<file path="src/rtl/exec_stage.sv">
// exec_stage: 16-bit execute stage (ALU, shifts, iterative MUL) driving the register-file write port.
// Define EXEC_FLAGS_EN to build the zero/negative/overflow flag registers; otherwise the flags read 0.
module exec_stage #(
    parameter int WIDTH      = 16,
    parameter int REG_ADDR_W = 4
) (
    input  logic                  CLK,
    input  logic                  reset,
    input  logic                  in_valid,
    output logic                  in_ready,
    input  logic [3:0]            op,
    input  logic [REG_ADDR_W-1:0] rd_in,
    input  logic [WIDTH-1:0]      A,
    input  logic [WIDTH-1:0]      B,
    input  logic [WIDTH-1:0]      imm,
    output logic                  regWrite,
    output logic [REG_ADDR_W-1:0] rd,
    output logic [WIDTH-1:0]      dataWrite,
    output logic                  busy,
    output logic                  flag_z,
    output logic                  flag_n,
    output logic                  flag_v
);
    localparam logic [3:0] OP_ADD = 4'd0, OP_SUB = 4'd1, OP_AND = 4'd2, OP_OR = 4'd3;
    localparam logic [3:0] OP_XOR = 4'd4, OP_SLL = 4'd5, OP_SRL = 4'd6, OP_SRA = 4'd7;
    localparam logic [3:0] OP_ADDI = 4'd8, OP_SLT = 4'd9, OP_MUL = 4'd10, OP_LI = 4'd11;
    localparam logic [3:0] OP_CMP = 4'd12;
    localparam int CW = $clog2(WIDTH);

    typedef enum logic {IDLE, MUL} state_t;

    state_t                  r_state;
    logic [CW-1:0]           r_cnt;
    logic [WIDTH-1:0]        r_mcand;
    logic [WIDTH-1:0]        r_mplier;
    logic [WIDTH-1:0]        r_acc;
    logic                    r_neg;
    logic [REG_ADDR_W-1:0]   r_rd;
    logic [WIDTH-1:0]        w_res;
    logic [WIDTH-1:0]        w_acc_next;
    logic [WIDTH-1:0]        w_mul_res;
    logic                    w_accept;
    logic                    w_wr;
    logic                    w_mul_done;

    assign w_accept   = in_valid && in_ready;
    assign w_wr       = (op <= OP_LI) && (op != OP_MUL);
    assign w_mul_done = (r_state == MUL) && (r_cnt == CW'(WIDTH - 1));
    assign w_acc_next = r_acc + (r_mplier[0] ? r_mcand : '0);
    assign w_mul_res  = r_neg ? -w_acc_next : w_acc_next;

    always_comb begin
        w_res = '0;
        case (op)
            OP_ADD:  w_res = A + B;
            OP_SUB:  w_res = A - B;
            OP_AND:  w_res = A & B;
            OP_OR:   w_res = A | B;
            OP_XOR:  w_res = A ^ B;
            OP_SLL:  w_res = A << B[3:0];
            OP_SRL:  w_res = A >> B[3:0];
            OP_SRA:  w_res = $signed(A) >>> B[3:0];
            OP_ADDI: w_res = A + imm;
            OP_SLT:  w_res = ($signed(A) < $signed(B)) ? WIDTH'(1) : '0;
            OP_LI:   w_res = imm;
            OP_CMP:  w_res = A - B;
            default: w_res = '0;
        endcase
    end

    // MUL works on magnitudes; the sign is reapplied to the low WIDTH bits on the last step.
    always_ff @(posedge CLK) begin
        if (reset) begin
            r_state   <= IDLE;
            in_ready  <= 1'b1;
            busy      <= 1'b0;
            regWrite  <= 1'b0;
            rd        <= '0;
            dataWrite <= '0;
            r_cnt     <= '0;
            r_mcand   <= '0;
            r_mplier  <= '0;
            r_acc     <= '0;
            r_neg     <= 1'b0;
            r_rd      <= '0;
        end else begin
            regWrite <= 1'b0;
            case (r_state)
                IDLE: begin
                    if (w_accept && op == OP_MUL) begin
                        r_state  <= MUL;
                        in_ready <= 1'b0;
                        busy     <= 1'b1;
                        r_cnt    <= '0;
                        r_acc    <= '0;
                        r_mcand  <= A[WIDTH-1] ? -A : A;
                        r_mplier <= B[WIDTH-1] ? -B : B;
                        r_neg    <= A[WIDTH-1] ^ B[WIDTH-1];
                        r_rd     <= rd_in;
                    end else if (w_accept && w_wr) begin
                        regWrite  <= (rd_in != '0);
                        rd        <= rd_in;
                        dataWrite <= w_res;
                    end
                end
                MUL: begin
                    r_acc    <= w_acc_next;
                    r_mcand  <= r_mcand << 1;
                    r_mplier <= r_mplier >> 1;
                    r_cnt    <= r_cnt + 1'b1;
                    if (w_mul_done) begin
                        r_state   <= IDLE;
                        in_ready  <= 1'b1;
                        busy      <= 1'b0;
                        regWrite  <= (r_rd != '0);
                        rd        <= r_rd;
                        dataWrite <= w_mul_res;
                    end
                end
                default: r_state <= IDLE;
            endcase
        end
    end

`ifdef EXEC_FLAGS_EN
    logic w_v;
    logic w_fl;

    assign w_fl = w_wr || (op == OP_CMP);

    always_comb begin
        w_v = 1'b0;
        case (op)
            OP_ADD:          w_v = (A[WIDTH-1] == B[WIDTH-1]) && (w_res[WIDTH-1] != A[WIDTH-1]);
            OP_SUB, OP_CMP:  w_v = (A[WIDTH-1] != B[WIDTH-1]) && (w_res[WIDTH-1] != A[WIDTH-1]);
            OP_ADDI:         w_v = (A[WIDTH-1] == imm[WIDTH-1]) && (w_res[WIDTH-1] != A[WIDTH-1]);
            default:         w_v = 1'b0;
        endcase
    end

    always_ff @(posedge CLK) begin
        if (reset) begin
            flag_z <= 1'b0;
            flag_n <= 1'b0;
            flag_v <= 1'b0;
        end else if (w_mul_done) begin
            flag_z <= (w_mul_res == '0);
            flag_n <= w_mul_res[WIDTH-1];
            flag_v <= 1'b0;
        end else if (r_state == IDLE && w_accept && w_fl) begin
            flag_z <= (w_res == '0);
            flag_n <= w_res[WIDTH-1];
            flag_v <= w_v;
        end
    end
`else
    assign flag_z = 1'b0;
    assign flag_n = 1'b0;
    assign flag_v = 1'b0;
`endif
endmodule

</file>
<file path="config.mk">
export PLATFORM = sky130hd
export DESIGN_NAME = exec_stage
export DESIGN_NICKNAME = d
export VERILOG_FILES = /design/src/rtl/exec_stage.sv
export SDC_FILE = /design/constraint.sdc
export NUM_CORES = 1
export LEC_CHECK = 0
export ABC_AREA = 1
export CAP_MARGIN = 25
export CELL_PAD_IN_SITES_DETAIL_PLACEMENT = 0
export CELL_PAD_IN_SITES_GLOBAL_PLACEMENT = 1
export CORE_MARGIN = 2
export CORE_UTILIZATION = 45
export DETAILED_ROUTE_END_ITERATION = 8
export DONT_BUFFER_PORTS = 1
export PLACE_DENSITY = 0.9
export SKIP_CTS_REPAIR_TIMING = 1
export SYNTH_ARGS = -nofsm -noshare
export SYNTH_HDL_FRONTEND = slang
export SYNTH_SLANG_ARGS = --single-unit
export TNS_END_PERCENT = 10
</file>
<file path="constraint.sdc">
create_clock -name CLK -period 4.35 [get_ports CLK]
set_clock_uncertainty 0.15 [all_clocks]
set_input_delay 0.87 -clock CLK [delete_from_list [all_inputs] [get_ports CLK]]
set_output_delay 0.87 -clock CLK [all_outputs]
set_load 0.01 [all_outputs]
</file>
Yosys cells after proc, flatten, opt, wreduce, memory -nomap -nowiden
Index checks and enable logic that the tools add are counted.
{"block": "word_totals", "latch_bits": 0, "input_bits": 59, "rom_bits": 0, "mem_count": 0, "register_bits": 81, "ramBits": 0}
{"block": "op_classes", "reduce_logical": 12, "magnitude_cmp": 2, "n_mul": 0, "shifts": 3, "addsub": 8, "muxes": 35, "div": 0, "bitwise": 5, "eq_ne": 18}
{"cell": "$pmux W16 S11", "count": 1}
{"cell": "$mux W16", "count": 10}
{"cell": "$pmux W16 S2", "count": 4}
{"cell": "$add A16 B16 Y16", "count": 3}
{"cell": "$neg A16 Y16", "count": 3}
{"cell": "$eq A4 B4 Y1 const B", "count": 6}
{"cell": "$and A16 B16 Y16", "count": 1}
{"cell": "$eq A4 B3 Y1 const B", "count": 4}
{"cell": "$lt A16 B16 Y1", "count": 1}
{"cell": "$mux W4", "count": 4}
{"cell": "$or A16 B16 Y16", "count": 1}
{"cell": "$pmux W4 S2", "count": 2}
{"cell": "$shl A16 B4 Y16", "count": 1}
{"cell": "$shr A16 B4 Y16", "count": 1}
{"cell": "$sshr A16 B4 Y16", "count": 1}
{"cell": "$sub A16 B16 Y16", "count": 1}
{"cell": "$xor A16 B16 Y16", "count": 1}
{"cell": "$mux W1", "count": 10}
{"cell": "$eq A4 B2 Y1 const B", "count": 2}
{"cell": "$pmux W1 S2", "count": 4}
{"cell": "$reduce_bool A4 Y1", "count": 2}
{"cell": "$ne A2 B2 Y1 const B", "count": 3}
{"cell": "$logic_and A1 B1 Y1", "count": 5}
{"cell": "$add A4 B1 Y4 const B", "count": 1}
{"cell": "10 further kinds", "count": 11}

Logic depth before layout (Yosys ltp)
Gate-level depths: netlist of run 1.
{"block": "logic_depth", "word_depth": 6, "ltp_mapped": 21, "depth_no_buf": 20}

Worst setup path after synthesis of run 1
Ideal clock, no wire load.
{"block": "synth_timing", "path_type": "input-to-reg", "from": "input port op[0]", "to": "register dataWrite[12]", "arrival_ps": 3157, "setup_time_ps": 117, "path_buffers": 1, "path_slack_ps": 925, "stages": 19, "required_ps": 4083, "cell_sequence": "nor2_1 -> nand2_1 -> clkbuf_1 -> o21ai_0 -> ha_1 -> inv_1 -> fa_1 -> inv_1 -> nand2_1 -> o21ai_0 -> nand3_1 -> nand3_1 -> a21oi_1 -> o21ai_0 -> nand3_1 -> nor2_1 -> nor2_1 -> nor2_1 -> nor2_1"}
{"block": "synth_via", "elab_chain_cells": 6, "word_cells_on_any_way": 26}
{"item": "from (decl)", "line": "11", "rtl": "input logic [3:0] op,"}
{"item": "$eq A4 B4 Y1 or $eq A4 B1 Y1 (tied branches)", "line": "54", "rtl": "case (op)"}
{"item": "$reduce_or A2 Y1 (no line)"}
{"item": "$pmux W16 S11", "line": "54"}
{"item": "$mux W16", "line": "100", "rtl": "end else if (w_accept && w_wr) begin"}
{"item": "$mux W16", "line": "90", "rtl": "if (w_accept && op == OP_MUL) begin"}
{"item": "$pmux W16 S2", "line": "88", "rtl": "case (r_state)"}
{"item": "to (signal assigned)", "line": "103", "rtl": "dataWrite <= w_res;"}
{"item": "to (signal assigned)", "line": "117", "rtl": "dataWrite <= w_mul_res;"}
{"item": "to (decl)", "line": "18", "rtl": "output logic [WIDTH-1:0] dataWrite,"}
Several ways; a longest one is shown, not always the timed one. The select of a mux whose other input is x is not followed.
A chain may end at the register's enable or synchronous reset.

Worst setup path after layout of run 1
{"block": "layout_timing", "from": "input port op[0]", "to": "register dataWrite[4]"}
Same word-level chain as after synthesis.

==> results of run 1 <==
[cell families (layout without fill, tap and decap cells)]
| group | Yosys count | after routing |
|---|---|---|
| and+or+nand+nor | 916 | 916 |
| AOI/OAI and AO/OA | 335 | 335 |
| buffers and inverters | 267 | 228 |
| adders and majority gates | 89 | 89 |
| DFF | 81 | 81 |
| xor gates and xnor gates | 16 | 16 |
| muxes | 2 | 2 |
| other | 1 | 3 |
[routing by layer]
metal / part of all wire (%) / vias to the layer above
met1: 43 / 5245
met2: 43 / 557
met4: 3.2 / 0
met3: 11 / 71
li1: - / 5549
met5: 0 / -
[cell usage in the layout (no fill, tap or decap), drive strengths merged, types with 6 or more instances in the layout]
master,count
nand3b,8
a31oi,33
and2,8
nand4,22
nor3,27
nand2,529
o21ai,115
o211ai,9
nand3,164
ha,86
a21oi,121
nor2,149
o21a,6
buf,10
inv,202
o22ai,12
dfxtp,81
a211oi,12
xor2,15
clkbuf,11
[worst max-delay path: stages]
cell and delay, ns:
nor2_1 0.18, nand2_1 0.18, o21ai_0 0.21, ha_1 0.20
inv_1 0.06, fa_1 0.40, inv_1 0.11, nand2_1 0.07
o21ai_0 0.34, a21oi_1 0.11, o21ai_0 0.12, o211ai_1 0.16
a21oi_1 0.18, nand2_1 0.11, nand2_1 0.07, a21oi_1 0.05
[through the flow]
stage               util, %  hold slack (ns)  worst slack (ns)  cells
global placement       46.1            0.296             0.788   1934
finish                 47.7            0.313             0.989   1950
global route           47.7            0.330             0.612   1950
floorplan                 -            0.295             0.925   1709
detailed placement     46.1            0.304             0.673   1934
CTS                    47.6            0.313              1.02   1949
[power by group through the flow]
stage	Sequential (mW)	Combinational (mW)	Clock [mW]
6_report	0.798	0.631	0.847
5_1_grt	0.800	0.697	0.879
4_1_cts	0.797	0.606	0.853
3_5_place_dp	0.813	0.603	0
3_3_place_gp	0.813	0.602	0
2_1_floorplan	0.801	0.467	0
[cells in the mapped netlist (all sizes together) (2+ instances only)]
cell type  instances
a31oi             33
nor2             149
a21o               4
nand3            164
nor4               3
nand2            529
o21a               6
or2                5
o21ai            115
xor2              15
a22oi              2
o22ai             12
fa                 3
a22o               3
nor3              27
and2               8
o211ai             9
clkbuf            30
mux2i              2
ha                86
o21bai             4
inv              202
nand3b             8
a211oi            12
o31ai              3
a221oi             5
a21oi            121
buf               34
nand4             22
dfxtp             81
o221ai             2
[path summary, 6_finish.rpt]
| kind | slack [ns] | from | cells past startpoint | end |
|---|---|---|---|---|
| hold reg to reg | 0.31 | r_acc[0] | 2 | r_acc[0] |
| setup reg to reg | 1.19 | r_mcand[0] | 16 | dataWrite[8] |
| hold / removal | 0.31 | r_acc[0] | 2 | r_acc[0] |
| setup / recovery | 0.99 | op[0] | 16 | dataWrite[4] |
[cell type report]
class	instances	share of cell area [%]
multi-input cells	1361	69.6
clock buffers	11	2.34
inverters	203	7.36
flip-flops and latches	81	15.7
clock inverters	4	0.749
repair buffers	10	0.919
well taps	280	3.38
[sequential cells by signal (all words and copies together), names as in the netlist]
name,count
busy,1
dataWrite,16
in_ready,1
r_acc,16
r_cnt,4
r_mcand,16
r_mplier,16
r_neg,1
r_rd,4
r_state,1
rd,4
regWrite,1
==> run metrics, run 1 <==
run status=finished clean; mean post-synth cell area=5.79 µm²; top cells by area, synth=nand2_1 19%, dfxtp_1 16%, ha_1 11%; worst slew pin tran=0.893 ns; wire length of the first global-routing pass=59.7 mm; TritonCTS clock tree=yes; peak supply drop=0.225 mV; required time at the endpoint of the critical path=4.42 ns; Syn-to-layout area delta=4.68%; overflow left after global routing=0; M3 GR Usage=8.85%; core footprint=21700 µm²; worst relative slew slack=40.4%; share of post-route cells with drive strength above 1=5.87%; vias in the first global route=10465; vias after detailed routing=11422; master cell of the clock root buffer=clkbuf_16; post-synth top area cell=nand2_1; post-route minimum period=3.36 ns; share of the clock period used by the worst path=77.3%; area of the die=23200 µm²; FP Rows=54; share of power burned in combinational logic=27.7%; xor/xnor cell area share of the yosys netlist=1.42%; min-delay worst type=flop to flop; detailed-route wire length per cell=19.9 µm; number of unique standard cell types used by synthesis=52; Int Power=1.48 mW; largest buffer count on any clock path=2; power density over the cells=220 nW/µm²; Total GRT Usage=32.3%; global-route track usage on met2=49.0%; post-synth top area share=19.4%; Post-layout nets=1814; initial detailed-routing violation count=1403; count of buffers from port buffering=0; static power due to leakage=5.07 nW; routability cong.=1.04; share of power burned in the clock network=37.2%; antenna violations before repair=0; TritonCTS sink count=81; fraction of the mapped netlist area in adder cells=11.5%; Final setup violation count=0; async set-reset flop share out of synthesis=0%; Crit path arrival time=3.43 ns; final wirelength=38.7 mm; pin count of the biggest net entering global routing=64; CP endpoint kind=flop; combinational family with the most area after synthesis=simple AND/OR/NAND/NOR gates; starting density of the core=45.6%; average via count per standard cell=5.86; number of pins with negative max-slew slack in the final report=0; prevailing post-synth register cell=dfxtp_1; multiplexer area fraction after synthesis=0.202%; post-route total power=2.28 mW; depth of the CTS H-tree=3; number of synthesis warnings=0; maximum clock frequency=297 MHz; sequential area share after synthesis=16.4%; DRC Markers=0; number of inserted filler cells in the final layout=2386; net switching fraction of the power=35.0%; router iterations before antenna repair=6; post-synthesis compound-gate area fraction=19.1%; source-to-sink clock delay at the later pin of the worst-skew pair=0.35 ns; post-place instance area=10000 µm²; M1 GR Usage=44.4%; Final Cell Area=10400 µm²; CTS clock-pin slew for the worst setup and hold paths=0.06 ns; I/O Pins=85; Syn Inst Count=1707; share of total power in sequential cells=35.1%; Die Wd=152 µm; Ant. Diodes=0; max-cap check violation count=0; most utilized layer in the global route result=met2; setup total negative slack=0 ns; Die Y=152 µm; number of storage elements in the synthesis netlist=81; area occupied by multi-input gates=7200 µm²; Setup Crit Path Kind=primary input to flop; Mapped Area=9890 µm²; crit start category=primary input; count of nets left with antenna violations after detail routing=0; unrepaired setup endpoints after global routing=no; combined flip-flop and latch cell area=1620 µm²; HPWL after detailed placement=30.2 mm; simple-gate share of the synthesized area=40.4%; clock buffers created by TritonCTS=9; critical path peak fanout=7; number of endpoints with negative hold slack in the final report=0; switching power=0.797 mW; count of flip-flops with a built-in enable after synthesis=0
(Power assumes the default switching activity.)
==> run 2: changes to the inputs <==
==> constraint.sdc (replaced) <==
create_clock -name CLK -period 3.1 [get_ports CLK]
set_clock_uncertainty 0.15 [all_clocks]
set_input_delay 0.62 -clock CLK [delete_from_list [all_inputs] [get_ports CLK]]
set_output_delay 0.62 -clock CLK [all_outputs]
set_load 0.01 [all_outputs]
==> run metrics, run 2 (same netlist as run 1, synthesis figures left out) <==
end-of-flow core utilization=49.5% (was 47.7%); vias after detailed routing=11777 (was 11422); Final Cell Area=10700 µm² (was 10400 µm²); worst slew pin tran=0.756 ns (was 0.893 ns); CTS clock-pin slew for the worst setup and hold paths=0.07 ns (was 0.06 ns); static power due to leakage=5.30 nW (was 5.07 nW); post-place instance area=10400 µm² (was 10000 µm²); peak supply drop=0.284 mV (was 0.225 mV); area of the die=23200 µm² (unchanged); max-cap check violation count=0 (unchanged); clock buffers created by TritonCTS=9 (unchanged); final standard cell count with taps included and fillers excluded=2004 (was 1950); crit start category=flop (was primary input); source-to-sink clock delay at the later pin of the worst-skew pair=0.34 ns (was 0.35 ns); routability cong.=1.03 (was 1.04); DRC Markers=0 (unchanged); final wirelength=40.2 mm (was 38.7 mm); vias in the first global route=10563 (was 10465); count of nets left with antenna violations after detail routing=0 (unchanged); Syn-to-layout area delta=8.52% (was 4.68%); post-route minimum period=2.96 ns; power density over the cells=297 nW/µm² (was 220 nW/µm²); Die Wd=152 µm (unchanged); Placed Cells=1988 (was 1934); count of buffers from port buffering=0 (unchanged); core footprint=21700 µm² (unchanged); Final setup violation count=0 (unchanged); critical path peak fanout=3 (was 7); average via count per standard cell=5.88 (was 5.86); HPWL after detailed placement=31.7 mm (was 30.2 mm); post-route setup slack=0.136 ns (was 0.989 ns); depth of the CTS H-tree=3 (unchanged); wire length of the first global-routing pass=60.9 mm (was 59.7 mm); starting density of the core=45.6% (unchanged); Crit path arrival time=3.05 ns (was 3.43 ns); run status=finished clean (unchanged); TritonCTS clock tree=yes (unchanged); Total GRT Usage=33.2% (was 32.3%); Setup Crit Path Kind=flop to flop (was primary input to flop); FP Rows=54 (unchanged); Post-layout nets=1867 (was 1814); min-delay worst type=primary input to flop (was flop to flop); pin count of the biggest net entering global routing=64 (unchanged); detailed-route wire length per cell=20.0 µm (was 19.9 µm); commonest cells after routing, fill and taps aside=512 x nand2_1, 183 x inv_1, 158 x nand3_1 (was 512 x nand2_1, 184 x inv_1, 158 x nand3_1); Ant. Diodes=0 (unchanged); master cell of the clock root buffer=clkbuf_16 (unchanged); Die Y=152 µm (unchanged); share of post-route cells with drive strength above 1=9.11% (was 5.87%); Post-Place Worst Slack=-0.128 ns (was 0.673 ns); number of endpoints with negative hold slack in the final report=0 (unchanged); number of pins with negative max-slew slack in the final report=0 (unchanged); worst relative slew slack=49.6% (was 40.4%); maximum clock frequency=337 MHz; setup total negative slack=0 ns (unchanged); CP endpoint kind=flop (unchanged); post-route total power=3.19 mW (was 2.28 mW); worst hold slack across all endpoints=0.191 ns (was 0.313 ns); overflow left after global routing=0 (unchanged); initial detailed-routing violation count=1317 (was 1403); router iterations before antenna repair=6 (unchanged); TritonCTS sink count=81 (unchanged); I/O Pins=85 (unchanged); required time at the endpoint of the critical path=3.19 ns (was 4.42 ns); largest buffer count on any clock path=2 (unchanged); unrepaired setup endpoints after global routing=yes (was no); share of the clock period used by the worst path=95.6%; antenna violations before repair=0 (unchanged); commonest non-fill, non-tap cell in the layout=nand2_1 (unchanged)
-- run 2: changes by cell type in the layout (fill, tap and decap cells not counted), moves of 2 or more --
| cell | previous run | this run |
|---|---|---|
| nor2_1 | 127 | 125 |
| nor2_2 | 16 | 18 |
| buf_4 | 9 | 62 |
| o21ai_1 | 13 | 17 |
| clkinvlp_4 | 0 | 2 |
| o21ai_0 | 102 | 97 |
-- run 2: area by class of cell --
cell class / count / area [µm²]
fill: 2348 / 11000
clock inverter: 6 / 67.6
tap: 280 / 350
inverter: 203 / 762
multi-input combinational: 1361 / 7210
sequential: 81 / 1620
clock buffer: 10 / 229
timing repair buffer: 63 / 485
-- run 2: worst max-delay path, cell delays in order, from the launching register on --
cell and delay (ns):
dfxtp_1 0.33, nand2_1 0.08, inv_1 0.04, ha_1 0.21
fa_1 0.50, inv_2 0.10, ha_1 0.17, inv_1 0.06
nor2_1 0.14, nand3_1 0.13, nor2_2 0.16, nand2_1 0.08
nor2_2 0.14, nor2_1 0.07, nand3_1 0.07, o211ai_1 0.14
buf_4 0.19, nor2_1 0.08, nor2_1 0.04
-- run 2: per-layer routing --
metal / up-vias / global-route usage [%] / wire, µm
met4: 0 / 9.48 / 1230
met5: - / 0 / 0
li1: 5657 / - / -
met3: 95 / 7.39 / 4140
met2: 608 / 52.4 / 17500
met1: 5417 / 45.6 / 17300
-- run 2: final timing paths --
path	endpoint	cells past startpoint	slack, ns	startpoint
max	dataWrite[8]	18	0.14	r_mcand[0]
min	r_acc[2]	1	0.19	reset
max reg2reg	dataWrite[8]	18	0.14	r_mcand[0]
min reg2reg	r_acc[7]	2	0.32	r_acc[7]
-- run 2: where the power goes --
group,internal [mW],switching (mW)
Combinational,0.329,0.639
Clock,0.628,0.477
Sequential,1.07,0.0415
